$ cat src/rtl/shift_sequencer.sv
// Sequential left shifter: advances two bit positions per cycle (one on an odd
// final step) and reports whether any set bit was pushed past the MSB.
module shift_sequencer #(
  parameter int DATA_W = 64,
  parameter int AMT_W  = 6
) (
  input  logic              clk,
  input  logic              reset,
  input  logic              start,
  input  logic [DATA_W-1:0] in_data,
  input  logic [AMT_W-1:0]  shamt,
  output logic              ready,
  output logic              busy,
  output logic              done,
  output logic [DATA_W-1:0] out_data,
  output logic              lost,
  output logic [1:0]        dbg_state
);

  typedef enum logic [1:0] {
    S_IDLE  = 2'd0,
    S_SHIFT = 2'd1,
    S_DONE  = 2'd2
  } state_t;

  state_t              r_state;
  logic [DATA_W-1:0]   r_acc;
  logic [AMT_W-1:0]    r_rem;
  logic                r_lost_acc;
  logic [DATA_W-1:0]   r_out;
  logic                r_lost;

  logic                w_step2;
  logic [DATA_W-1:0]   w_next_acc;
  logic [AMT_W-1:0]    w_next_rem;
  logic                w_drop;

  // One shift step: two positions while at least two remain, else one.
  assign w_step2    = (r_rem > AMT_W'(1));
  assign w_next_acc = w_step2 ? (r_acc << 2) : (r_acc << 1);
  assign w_next_rem = w_step2 ? (r_rem - AMT_W'(2)) : '0;
  assign w_drop     = w_step2 ? (|r_acc[DATA_W-1 -: 2]) : r_acc[DATA_W-1];

  always_ff @(posedge clk) begin
    if (reset) begin
      r_state    <= S_IDLE;
      r_acc      <= '0;
      r_rem      <= '0;
      r_lost_acc <= 1'b0;
      r_out      <= '0;
      r_lost     <= 1'b0;
    end else begin
      case (r_state)
        S_IDLE: begin
          if (start) begin
            r_acc      <= in_data;
            r_rem      <= shamt;
            r_lost_acc <= 1'b0;
            if (shamt == '0) begin
              r_out   <= in_data;
              r_lost  <= 1'b0;
              r_state <= S_DONE;
            end else begin
              r_state <= S_SHIFT;
            end
          end
        end
        S_SHIFT: begin
          r_acc      <= w_next_acc;
          r_rem      <= w_next_rem;
          r_lost_acc <= r_lost_acc | w_drop;
          if (w_next_rem == '0) begin
            r_out   <= w_next_acc;
            r_lost  <= r_lost_acc | w_drop;
            r_state <= S_DONE;
          end
        end
        S_DONE:  r_state <= S_IDLE;
        default: r_state <= S_IDLE;
      endcase
    end
  end

  // Handshake: start is taken on a rising edge only while ready=1 (IDLE);
  // done pulses for exactly one cycle with out_data/lost already valid, and
  // start seen while busy=1 is dropped, not queued.
  assign ready     = (r_state == S_IDLE);
  assign busy      = (r_state == S_SHIFT) || (r_state == S_DONE);
  assign done      = (r_state == S_DONE);
  assign out_data  = r_out;
  assign lost      = r_lost;
  assign dbg_state = r_state;

endmodule

$ cat config.mk
export PLATFORM = sky130hd
export DESIGN_NAME = shift_sequencer
export DESIGN_NICKNAME = d
export VERILOG_FILES = /design/src/rtl/shift_sequencer.sv
export SDC_FILE = /design/constraint.sdc
export NUM_CORES = 1
export LEC_CHECK = 0
export ABC_AREA = 1
export BUFFER_PORTS_ARGS = -buffer_cell sky130_fd_sc_hd__buf_2
export CAP_MARGIN = 0
export CORE_MARGIN = 2
export CORE_UTILIZATION = 62
export CTS_BUF_LIST = sky130_fd_sc_hd__clkbuf_8
export DETAILED_ROUTE_END_ITERATION = 6
export GPL_ROUTABILITY_DRIVEN = 0
export PLACE_DENSITY_LB_ADDON = 0.2
export SYNTH_ARGS = -nofsm -noshare
export SYNTH_HDL_FRONTEND = slang
export SYNTH_SLANG_ARGS = --single-unit
$ cat constraint.sdc
create_clock -name clk -period 5.7 [get_ports clk]
set_input_delay 0.285 -clock clk [delete_from_list [all_inputs] [get_ports clk]]
set_output_delay 0.285 -clock clk [all_outputs]
set_load 0.005 [all_outputs]
Word-level counts from Yosys, hierarchy flattened
Index checks and enable logic that the tools add are counted.

word-level totals
  word-level logic and storage cells = 44
  input port bits = 73
  bits in writable memories = 0
  latch bits = 0
  output and inout port bits = 70
  memory bits (read-only) = 0
  memories kept = 0
  register bits = 138

operators by class
  shift operators = 0
  add/subtract/negate cells = 1
  order comparisons = 1
  reduce and logical (&&, ||, !) cells = 9
  bitwise operators = 1
  multipliers = 0
  equal/unequal tests = 5
  mux-type cells = 21
  divide/modulo/power cells = 0

operator list
  cell                                                                             number
  64-bit two-way mux                                                               5
  64-bit case mux with 2 select lines                                              2
  6-bit zero test                                                                  2
  6-bit two-way mux                                                                2
  6-bit case mux with 2 select lines                                               1
  6-bit by 1-bit greater-than comparator with 1-bit output, second input constant  1
  2-bit two-way mux                                                                3
  6-bit by 2-bit subtractor with 6-bit output, second input constant               1
  1-bit two-way mux                                                                5
  2-bit inequality test, second input constant                                     2
  1-bit case mux with 2 select lines                                               2
  2-bit case mux with 2 select lines                                               1
  2-bit AND reduction                                                              2
  4-bit AND reduction                                                              1
  2-bit by 1-bit == test with 1-bit output, second input constant                  1
  2-bit == test, second input constant                                             1
  2-bit zero test                                                                  1
  2-bit by 1-bit inequality test with 1-bit output, second input constant          1
  2-bit nonzero test                                                               1
  2-bit OR reduction                                                               1
  1-bit logical OR                                                                 1
  1-bit bitwise OR                                                                 1

Longest topological paths before layout
Gate-level depths: netlist of run 1.

  depth after elaboration = 5
  mapped depth = 15
  mapped depth without buffers = 14

Worst setup path after synthesis of run 1
Ideal clock, no wire load.

  kind = register to register
  start point = register r_state[0], in the netlist dbg_state[0]
  end point = register r_out[23], in the netlist out_data[23]
  data arrival time = 1751 ps
  required time = 5588 ps
  buffers on the path = 2
  setup time = 112 ps
  slack = 3838 ps
  stages on the path, launching flop included = 12
  period minus slack after synthesis = 1862 ps
  cells stage by stage = dfxtp_1 > inv_1 > ha_1 > inv_1 > or2_1 > nand2_2 > nor2_1 > nand2_4 > buf_6 > buf_8 > nor2_2 > nor2_1

on the way
  word-level cells in the longest chain between the ends = 3
  elaborated cells on any way between the ends = 8
  those cells by class = 4 x eq/ne; 1 x mux; 3 x reduce/logical

RTL lines
  element                                                                                          RTL line  text
  start: declaration                                                                               26        state_t r_state;
  start signal: assignment                                                                         46        r_state <= S_IDLE;
  start signal: assignment                                                                         62        r_state <= S_DONE;
  start signal: assignment                                                                         64        r_state <= S_SHIFT;
  2-bit zero test *                                                                                --
  via ready                                                                                        12        output logic ready,
  2-bit by 1-bit inequality test with 1-bit output (no source line), or another cell as far along  --
  4-bit AND reduction (no source line)                                                             --
  end signal: assignment                                                                           60        r_out <= in_data;
  end signal: assignment                                                                           73        r_out <= w_next_acc;
  end: declaration                                                                                 30        logic [DATA_W-1:0] r_out;

Mark *: on every way through the listed nets, which the timed path passes. The rest lies on a longest branch.
A chain may end at the register's enable or synchronous reset.

Worst setup path in the final report of run 1
  start point = register r_state[1], in the netlist dbg_state[1]
  end point = register r_out[48], in the netlist out_data[48]

on the way
  word-level cells in the longest chain between the ends = 3
  elaborated cells on any way between the ends = 8
  those cells by class = 4 x eq/ne; 1 x mux; 3 x reduce/logical

RTL lines
  element                                                                      RTL line  text
  2-bit by 1-bit == test with 1-bit output or 2-bit zero test (tied branches)  53        case (r_state)
  2-bit inequality test (no source line), or another cell as far along         --
  4-bit AND reduction (no source line)                                         --

Several ways; a longest one is shown, not always the timed one.

==> reports/results.txt, run 1 <==
The flow ran to the end, and the final reports show no timing, DRC or antenna violations. The die is 111 um wide. In this run the deepest clock path goes through 2 buffers. For this block, the initial DRC count from the detailed router was 641.

For the total global-route track usage, the log shows 27.4%. The tool flagged a number of max-cap violations equal to 0. Counting the buffers created by CTS gives 17.

The relative area change from synthesis to final layout came out at 15.8%. The cell count after placement was 1287; the power density of the placed cells was 652 mW/mm2. The count of buffers added on input and output ports is 142.

The total area inside the core boundary comes to 0.0113 mm2. The synthesized design contains 138 register bits. The die is 111 um tall. The tools report the launch point of the worst reg-to-reg path as dbg_state[1]. Count of final hold-check violations: 0.

The run gives 0 as the number of antenna violations at the first check in global routing. The average cell area after synthesis was 6.66 um2. The run gives 1142 as the synthesized net count.

Derived from the worst setup path, the maximum achievable clock frequency is 0.294 GHz. The tools report the number of vias after detailed routing as 6796. The fraction of final layout cells with drive strength greater than 1 works out to 21.1%.

Maximum cell stage delay along the critical path: 0.80 ns. The worst register-to-register path ends at out_data[48]. The final critical-path share of the clock period was 59.7%. The library cell used most frequently in the layout, excluding fill and tap cells, is nand2_1. At the pin with the least slew margin, the transition time is 1.12 ns.

For flop-to-flop paths, the worst setup slack is 2.30 ns. After clock tree synthesis, the setup repair step added 0 buffers. Length in cells of the worst reg-to-reg path: 9. For the final setup TNS, the log shows 0 ns. The total congestion overflow after global routing was 0; the half-perimeter wire length of the detailed placement result was 10300 um.

The number of antenna diodes in the final layout is 0. Clock skew on the completed layout was measured at 0.0110 ns. For the worst setup path, the data required time is 6.06 ns. Worst-case headroom to the max-slew limit: 25.6%. Walking the worst path, the cells encountered are inv_1 > ha_2 > buf_4 > nand2_4 > nand2_4 > buf_4 > nand2_1 > nand2_1 > nor2_1. Logic depth of the worst setup path including buffers: 9. The largest fanout of any net on the critical path came out at 96.

Floorplan row count: 39. In this run the cell area of the synthesized design comes to 0.00709 mm2. In the routed design, unresolved DRC markers number 0. In this run the remaining antenna-violating nets after routing total 0.

The worst setup path is captured at a register. After synthesis, flip-flops and latches occupy 39.0% of the total area. In the synthesized netlist, the number of instances is 1065. Clock input transition at the sequential cells of the worst setup and hold paths: 0.08 ns. TritonCTS built the clock tree.

The detailed-route wire length per cell works out to 12.8 um. Hold repair after CTS inserted 0 buffers. The library cells used most frequently in the layout, excluding fill and tap cells, are 214 x nand2_1, 162 x nor2_1, 142 x buf_2. At the later pin of the worst-skew pair, clock insertion delay measures 0.46 ns. The starting density of the core was 62.9%; the cell count of the worst hold path was 2. The CTS root buffer was clkbuf_8. For this design the top-level I/O count stands at 143.

For the total count of max-transition violations in the final report, the log shows 0. The combined buffer and inverter count along the critical path was 3. Among cell families on the critical path, the largest total delay comes from simple AND/OR/NAND/NOR gates.

The type of the setup path with the least slack is reg2reg. For the first-pass GRT wire length, the log shows 28200 um. The count of final setup violators is 0. The netlist uses 25 different library cells. Data on the critical path arrives at its endpoint at 3.76 ns.

The logs give 6192 for the number of global-route vias before repair and 97 for the largest net degree at the start of global routing. The die covers 0.0123 mm2. The clock tree synthesis step divided the H-tree into 4 levels. Setup repair after global routing left no endpoint under its margin.

Using the TritonRoute via totals, the vias-per-cell ratio works out to 5.15. The count of nets after finishing came out at 1240. The finished layout holds 1319 standard cells, fillers aside. The critical path launch point type was a register.

The final critical path time including I/O delays and setup came out at 3.40 ns. In this run the worst hold path is classified as in2reg. The layout has 973 filler cells. The logs give 7 for the first-pass detailed-route iteration total and 4.34 nW for the cell leakage power. The number of gates resized after CTS was 0.

The count of synthesis-stage warnings from yosys was 0; the maximum vdd drop was 428 uV. Counting every sink on the clock net gives 138. Cell with the largest stage delay on the worst path: nand2_4. Launch point of the worst hold path: reset. The routed design has 16900 um of wire.

The worst hold path terminates at r_lost_acc.
[worst reg2reg max path, delay by kind of cell, from the launching register on]
kind,cells,cell delay (ns)
buffers and inverters,3,1.15
DFF,1,0.33
adders and majority gates,1,0.63
and+or+nand+nor,5,1.20
[power by group]
part | internal [W] | total (W) | leakage (nW) | switching (W)
clock network | 0.000629 | 0.00101 | 0.251 | 0.000382
registers | 0.00141 | 0.00166 | 1.14 | 0.000253
logic | 0.000970 | 0.00268 | 2.95 | 0.00171
total | 0.00301 | 0.00535 | 4.34 | 0.00235
[synth_stat cells (all sizes together)]
cell	count	share of area [%]
ha	4	0.71
buf	33	2.9
inv	146	7.7
o21ai	9	0.64
nor2	205	12
a221oi	4	0.49
or2	58	5.1
clkbuf	37	2.0
a21oi	137	9.7
o211ai	60	6.4
o21bai	3	0.32
dfxtp	138	39
nand3	13	0.99
nand2	218	12
[state kept, by name, indices dropped and copies added (netlist names)]
signal	cells
r_acc	64
r_lost_acc	1
dbg_state	2
r_rem	6
lost	1
out_data	64
[area by class of cell]
cell class	count	area, um2	share of cell area (%)
Sequential cell	138	2760	33.7
Multi-Input combinational cell	711	3440	42.0
Tap cell	143	179	2.18
Clock inverter	13	245	2.99
Timing Repair Buffer	149	763	9.30
Inverter	146	551	6.71
Clock buffer	19	262	3.19
[per-layer routing]
metal  up-vias  GRT usage [%]  part of all wire, %
met2       208           44.7                   47
met5         -              0                    0
li1       3501              -                    -
met4         0           13.0                  2.8
met1      3045           34.7                   45
met3        42           6.01                  5.6
[per-stage QoR]
| stage | utilization (%) | hold slack (ns) | setup WS, ns | total power [W] | instance area (um2) |
|---|---|---|---|---|---|
| floorplan | - | 0.354 | 3.84 | 0.00369 | 7090 |
| global placement | 68.3 | 0.461 | 2.41 | 0.00426 | 7700 |
| detailed placement | 68.3 | 0.464 | 2.34 | 0.00432 | 7700 |
| CTS | 72.8 | 0.0772 | 2.27 | 0.00536 | 8210 |
| global route | 72.8 | 0.100 | 1.99 | 0.00583 | 8210 |
| finish | 72.8 | 0.0927 | 2.30 | 0.00535 | 8210 |
[worst max path at each step]
| stage | startpoint | end | slack [ns] |
|---|---|---|---|
| 2_1_floorplan | dbg_state[0] | out_data[23] | 3.84 |
| 5_1_grt | dbg_state[1] | out_data[53] | 1.99 |
| 3_3_place_gp | dbg_state[1] | out_data[55] | 2.41 |
| 3_5_place_dp | dbg_state[1] | out_data[49] | 2.34 |
| 6_report | dbg_state[1] | out_data[48] | 2.30 |
| 4_1_cts | dbg_state[1] | out_data[48] | 2.27 |
[kinds of logic after synthesis]
logic type / Yosys count / share of synthesized area (%)
buffers and inverters: 216 / 12.5
AOI/OAI and AO/OA: 213 / 17.5
DFF: 138 / 39.0
and+or+nand+nor: 494 / 30.3
adders and majority gates: 4 / 0.706
Power figures use the tool's default switching activity.
==> inputs of run 2 (changes only) <==
--- a/config.mk
+++ b/config.mk
@@ -9,7 +9,7 @@
 export BUFFER_PORTS_ARGS = -buffer_cell sky130_fd_sc_hd__buf_2
 export CAP_MARGIN = 0
 export CORE_MARGIN = 2
-export CORE_UTILIZATION = 62
+export CORE_UTILIZATION = 52
 export CTS_BUF_LIST = sky130_fd_sc_hd__clkbuf_8
 export DETAILED_ROUTE_END_ITERATION = 6
 export GPL_ROUTABILITY_DRIVEN = 0
==> constraint.sdc (replaced) <==
create_clock -name clk -period 3.1 [get_ports clk]
set_input_delay 0.155 -clock clk [delete_from_list [all_inputs] [get_ports clk]]
set_output_delay 0.155 -clock clk [all_outputs]
set_load 0.005 [all_outputs]
==> reports/results.txt, run 2 (synthesis results as in run 1) <==
The flow ran to the end, and the final reports show no timing, DRC or antenna violations. The slowest stage of the critical path is the dfxtp_1 cell. TritonCTS built the clock tree. Once the clock tree was built, the resizer swapped 0 gates to a different size. The final critical-path share of the clock period was 76.4%; the top-level I/O count was 143. For the upper clock frequency limit, the log shows 0.422 GHz. The leading cell type in the layout, fill and taps excluded is nand2_1. The half-perimeter wire length of the detailed placement result came out at 10900 um. The post-route core utilization came out at 61.5%.

The power density of the placed cells was 1150 mW/mm2; the post-route worst setup slack was 0.732 ns. The data arrival time of the critical path is 2.75 ns. The tools report the overall power after layout as 0.00936 W. The floorplan step set the die height to 121 um.

For this run, the slowest stage of the critical path takes 0.37 ns. In this run the post-CTS setup repair buffer count came out at 0. Quantity of hold-fixing buffers added after cts: 1.

The length in cells of the worst reg-to-reg path is 11, and the worst-case headroom to the max-slew limit is 41.5%. In the layout the commonest cells are 214 x nand2_1, 162 x nor2_1, 142 x inv_1, 142 x buf_2, 138 x dfxtp_1. Wires add up to 17200 um. After detailed routing, the number of remaining DRC violations is 0. Dividing the detail-routed via count by the number of cells gives 4.99. The clock passes through at most 2 buffers.

The run gives 0.0133 mm2 as the standard cell core area. Counting every sink on the clock net gives 138. The first global-routing pass estimated 28400 um of wire. The data required time at the worst endpoint is 3.48 ns, and the number of antenna cells inserted is 0.

Clock tree synthesis inserted a total of 17 buffers. Global routing used 23.8% of the available tracks. Summed over all failing endpoints, the final setup total negative slack is 0 ns.

The floorplan row count is 42, and the largest fanout of any net on the critical path is 55. The worst-case IR drop observed on VDD is 753 uV. Setup repair after global routing left no endpoint under its margin. Entering global routing, the biggest net connects 86 pins.

After the last flow step, the layout net total stands at 1248. Number of antenna violations at the first check in global routing: 0. Clock latency on the worst-skew pair, taken at its later pin, is 0.45 ns. The tightest min-delay check is of the in2reg type. The total cell area at the placement stage is 0.00782 mm2, and the die boundary width is 121 um. In this run the static leakage power is 4.33 nW. The floorplan step defined a die boundary enclosing 0.0146 mm2.

The kind of end point of the critical path is a register. The clock input transition at the sequential cells of the worst setup and hold paths is 0.07 ns. Number of port buffers: 142.

The tools report the number of vias after detailed routing as 6769. The slew at the pin closest to its max-slew limit came out at 0.877 ns. For the total congestion overflow after global routing, the log shows 0.

The total area of multi-input combinational cells is 0.00344 mm2, and the first-pass detailed-route iteration total is 4. The area of all sequential standard cells was 0.00276 mm2. Fill cells in the final layout number 1325.

The detailed-route wire length per cell is 12.7 um, and the setup skew after layout is 0.00662 ns. For this configuration, the core starts out at a cell density of 53.3%. Once detail routing completed, the nets flagged for antenna violations numbered 0. Before CTS, the worst setup slack after placement is 0.778 ns. The relative area change from synthesis to final layout is 15.2%. Total count of max-transition violations in the final report: 0. The violation count after the first detailed-routing iteration is 416. In this run the clock root is driven by a clkbuf_8.

The run gives 0 as the count of final hold-check violations. For the number of global-route vias before repair, the log shows 6191. The critical path is of the reg2reg type.

The worst setup path is launched from a register. Setup violations remaining at the end of the flow were counted as 0. The fraction of final layout cells with drive strength greater than 1 came out at 21.0%.

The critical path goes through inv_1 > ha_1 > inv_1 > or2_1 > nand2_2 > nor2_1 > nand2_4 > buf_12 > nand2_1 > nand2_1 > nor2_1. For the finished layout, the period the worst path requires is 2.37 ns. The H-tree was split into 4 levels. The design area is 0.00817 mm2, and the cell count of the worst hold path is 4. Across the run, the number of max-cap violations was 0.
run 2: final timing paths:
path	start	to	slack (ns)
worst max-delay path	dbg_state[0]	out_data[8]	0.73
worst min-delay path	start	dbg_state[1]	0.04
worst max register to register	dbg_state[0]	out_data[8]	0.73
worst min register to register	r_lost_acc	r_lost_acc	0.48
run 2: cell type report:
| cell class | count | share of cell area (%) |
|---|---|---|
| inverter | 146 | 6.74 |
| timing repair buffer | 157 | 10.4 |
| clock buffer | 23 | 3.87 |
| tap | 176 | 2.70 |
| multi-input combinational | 711 | 42.2 |
| clock inverter | 6 | 0.306 |
| sequential | 138 | 33.8 |
run 2: layer usage:
metal	vias up	global-route usage (%)	wire [um]
met5	-	0	0
met4	0	7.92	240
met1	3070	30.9	8080
met3	20	4.62	827
met2	168	39.8	8090
li1	3511	-	-
run 2: power by group:
group          internal (W)  switching, W  leakage, nW
Sequential          0.00259      0.000480         1.14
Combinational       0.00183       0.00315         3.00
Clock              0.000654      0.000643        0.194
Total               0.00508       0.00428         4.33
run 2: through the flow:
stage          hold WS (ns)  std cells
2_1_floorplan         0.224       1065
3_3_place_gp          0.440       1327
3_5_place_dp          0.432       1327
4_1_cts             0.00152       1357
5_1_grt              0.0447       1357
6_report             0.0387       1357
run 2: critical path, delay by kind of cell (launching register included):
family / cells / cell delay, ns
flops: 1 / 0.37
fa+ha+maj: 1 / 0.24
buf+inv: 3 / 0.46
simple gates: 7 / 1.19
==> inputs of run 3 (changes only) <==
--- a/config.mk
+++ b/config.mk
@@ -9,7 +9,7 @@
 export BUFFER_PORTS_ARGS = -buffer_cell sky130_fd_sc_hd__buf_2
 export CAP_MARGIN = 0
 export CORE_MARGIN = 2
-export CORE_UTILIZATION = 52
+export CORE_UTILIZATION = 57
 export CTS_BUF_LIST = sky130_fd_sc_hd__clkbuf_8
 export DETAILED_ROUTE_END_ITERATION = 6
 export GPL_ROUTABILITY_DRIVEN = 0
==> constraint.sdc (replaced) <==
create_clock -name clk -period 2.3 [get_ports clk]
set_input_delay 0.115 -clock clk [delete_from_list [all_inputs] [get_ports clk]]
set_output_delay 0.115 -clock clk [all_outputs]
set_load 0.005 [all_outputs]
==> reports/results.txt, run 3 (synthesis results as in run 1) <==
The type of the setup path with the least slack is reg2reg. The detail route stage leaves a number of antenna-violating nets equal to 0. Based on the critical path, the design can be clocked at up to 0.495 GHz.

Leaving out filler cells and counting taps, the final layout contains 1360. The later pin in the worst-skew pair is clocked with a latency of 0.44 ns. The largest fanout of any net on the critical path is 70, and the buffer levels on the longest clock path is 2. The die covers 0.0133 mm2. The overall routed net length is 16500 um, and the total count of max-transition violations in the final report is 0.

TritonCTS built the clock tree. The number of port buffers is 142. The final critical-path share of the clock period was 87.9%; the H-tree level count was 4.

The worst setup path is launched from a register. The number of antenna violations at the first check in global routing was 0. The cell count after placement was 1323; the slew at the pin closest to its max-slew limit was 0.743 ns.

Data arrival time of the critical path: 2.41 ns. In the final design database the tool counted 1256 nets. After layout, the worst setup slack is 0.278 ns.

In this run the standard cell core region covers 0.0121 mm2. The worst hold path class was in2reg. The die boundary width came out at 116 um. Relative to the synthesized area, the layout overhead comes to 17.1%.

The run gives 143 as the top-level I/O count. The average via count per standard cell is 5.03. The first-pass detailed-route iteration total is 5. For this design the static power due to leakage is 4.41 nW. The run gives 775 uV as the maximum vdd drop. After clock tree synthesis, the clock-pin slew on the worst setup and hold paths is 0.07 ns.

The starting density of the core came out at 58.8%. Data required time at the worst endpoint: 2.69 ns. The run gives 27500 um as the first-pass GRT wire length. Clock tree synthesis selected as its root buffer the cell clkbuf_8. The run finished with clean final reports. Power spread over the standard cell area amounts to 1540 mW/mm2. The run gives 0.189 ns as the worst setup timing slack at the placement stage.

The count of final hold-check violations was 0. In this run the post-CTS setup repair buffer count came out at 0. 0 antenna diodes ended up in the layout. Entering global routing, the biggest net connects 74 pins.

The length in cells of the worst reg-to-reg path was 8. The die is 116 um tall. Traced cell by cell, the critical path runs through inv_1 > ha_2 > inv_2 > buf_4 > a21oi_1 > a21oi_1 > o211ai_1 > inv_1. For the TritonCTS buffer count, the log shows 17. The cell count of the worst hold path is 3, and the half-perimeter wire length of the detailed placement result is 10700 um. The violation count after the first detailed-routing iteration came out at 554. The tool flagged a number of max-cap violations equal to 0. Setup violations remaining at the end of the flow were counted as 0. In this design, the stage delay of the slowest critical-path cell is 0.57 ns. The clock period could shrink to 2.02 ns.

The number of global-route vias before repair was 6218. Headroom to the max-slew limit came out at 50.4%. Dividing the detail-routed wire length by the instance count gives 12.1 um. The worst setup path is captured at a register. After detailed routing, the number of remaining DRC violations is 0. The cell with the largest stage delay on the worst path is buf_4. After global routing the overflow that remains totals 0. Setup repair after global routing left no endpoint under its margin.

The routed layout has 6837 vias. The clock drives 138 sinks. The total global-route track usage was 25.4%. In the final layout, the share of cells above drive strength 1 is 21.1%. The tools report the final setup TNS as 0 ns.

The leading cell type in the layout, fill and taps excluded is nand2_1. In the layout the commonest cells are 214 x nand2_1, 161 x nor2_1, 146 x inv_1. For the final database, setup skew stands at 0.00536 ns.

The floorplan has 40 rows. The run gives 68.8% as the post-route core utilization.
run 3: cell count changes in the layout (fill, tap and decap cells not counted):
cell           delta
buf_12            +4
clkbuf_8          +1
clkinv_2          -2
dlygate4sd3_1     +4
inv_1             +4
nor2_1            -1
nor2_2            +1
run 3: stage by stage:
| step | power [W] | cell area, um2 | hold slack [ns] |
|---|---|---|---|
| final | 0.0128 | 8300 | 0.0535 |
| after global routing | 0.0140 | 8300 | 0.0526 |
| after CTS | 0.0128 | 8300 | 0.0345 |
| after detailed placement | 0.0109 | 7890 | 0.390 |
| after global placement | 0.0108 | 7890 | 0.389 |
| after floorplan | 0.00915 | 7090 | 0.184 |
run 3: timing repair:
| item | CTS | global route |
|---|---|---|
| endpoints found under the setup margin | 0 | 47 |
| endpoints found under the hold margin | 9 | 0 |
| resized for setup | 0 | 1 |
| hold buffers | 5 | 0 |
run 3: worst paths after layout:
| path | start | slack, ns | end |
|---|---|---|---|
| setup / recovery | dbg_state[1] | 0.28 | r_acc[39] |
| setup reg to reg | dbg_state[1] | 0.28 | r_acc[39] |
| hold reg to reg | r_lost_acc | 0.47 | r_lost_acc |
| hold / removal | shamt[3] | 0.05 | r_rem[3] |
run 3: layout make-up:
| type | count | area [um2] |
|---|---|---|
| Clock buffer | 24 | 330 |
| Clock inverter | 8 | 30.0 |
| Fill cell | 1071 | 3760 |
| Inverter | 146 | 551 |
| Multi-Input combinational cell | 711 | 3450 |
| Sequential cell | 138 | 2760 |
| Tap cell | 168 | 210 |
| Timing Repair Buffer | 165 | 971 |
run 3: power breakdown:
| group | internal (W) | switching (W) |
|---|---|---|
| sequential | 0.00349 | 0.000615 |
| combinational | 0.00261 | 0.00425 |
| clock | 0.000918 | 0.000871 |
| total | 0.00702 | 0.00574 |
run 3: worst max-delay path: cells and delay by family (launching register included):
kind                     cells  cell delay (ns)
AO/OA/AOI/OAI                3             0.53
adder cells (fa/ha/maj)      1             0.21
buffers and inverters        4             0.81
flip-flops                   1             0.40
run 3: per-layer routing:
metal  track usage, %  vias up  wire, um
met1             31.9     3068      7610
met3             6.01       17       956
li1                 -     3537         -
met4             8.84        0       193
met2             42.8      215      7730
met5                0        -         0
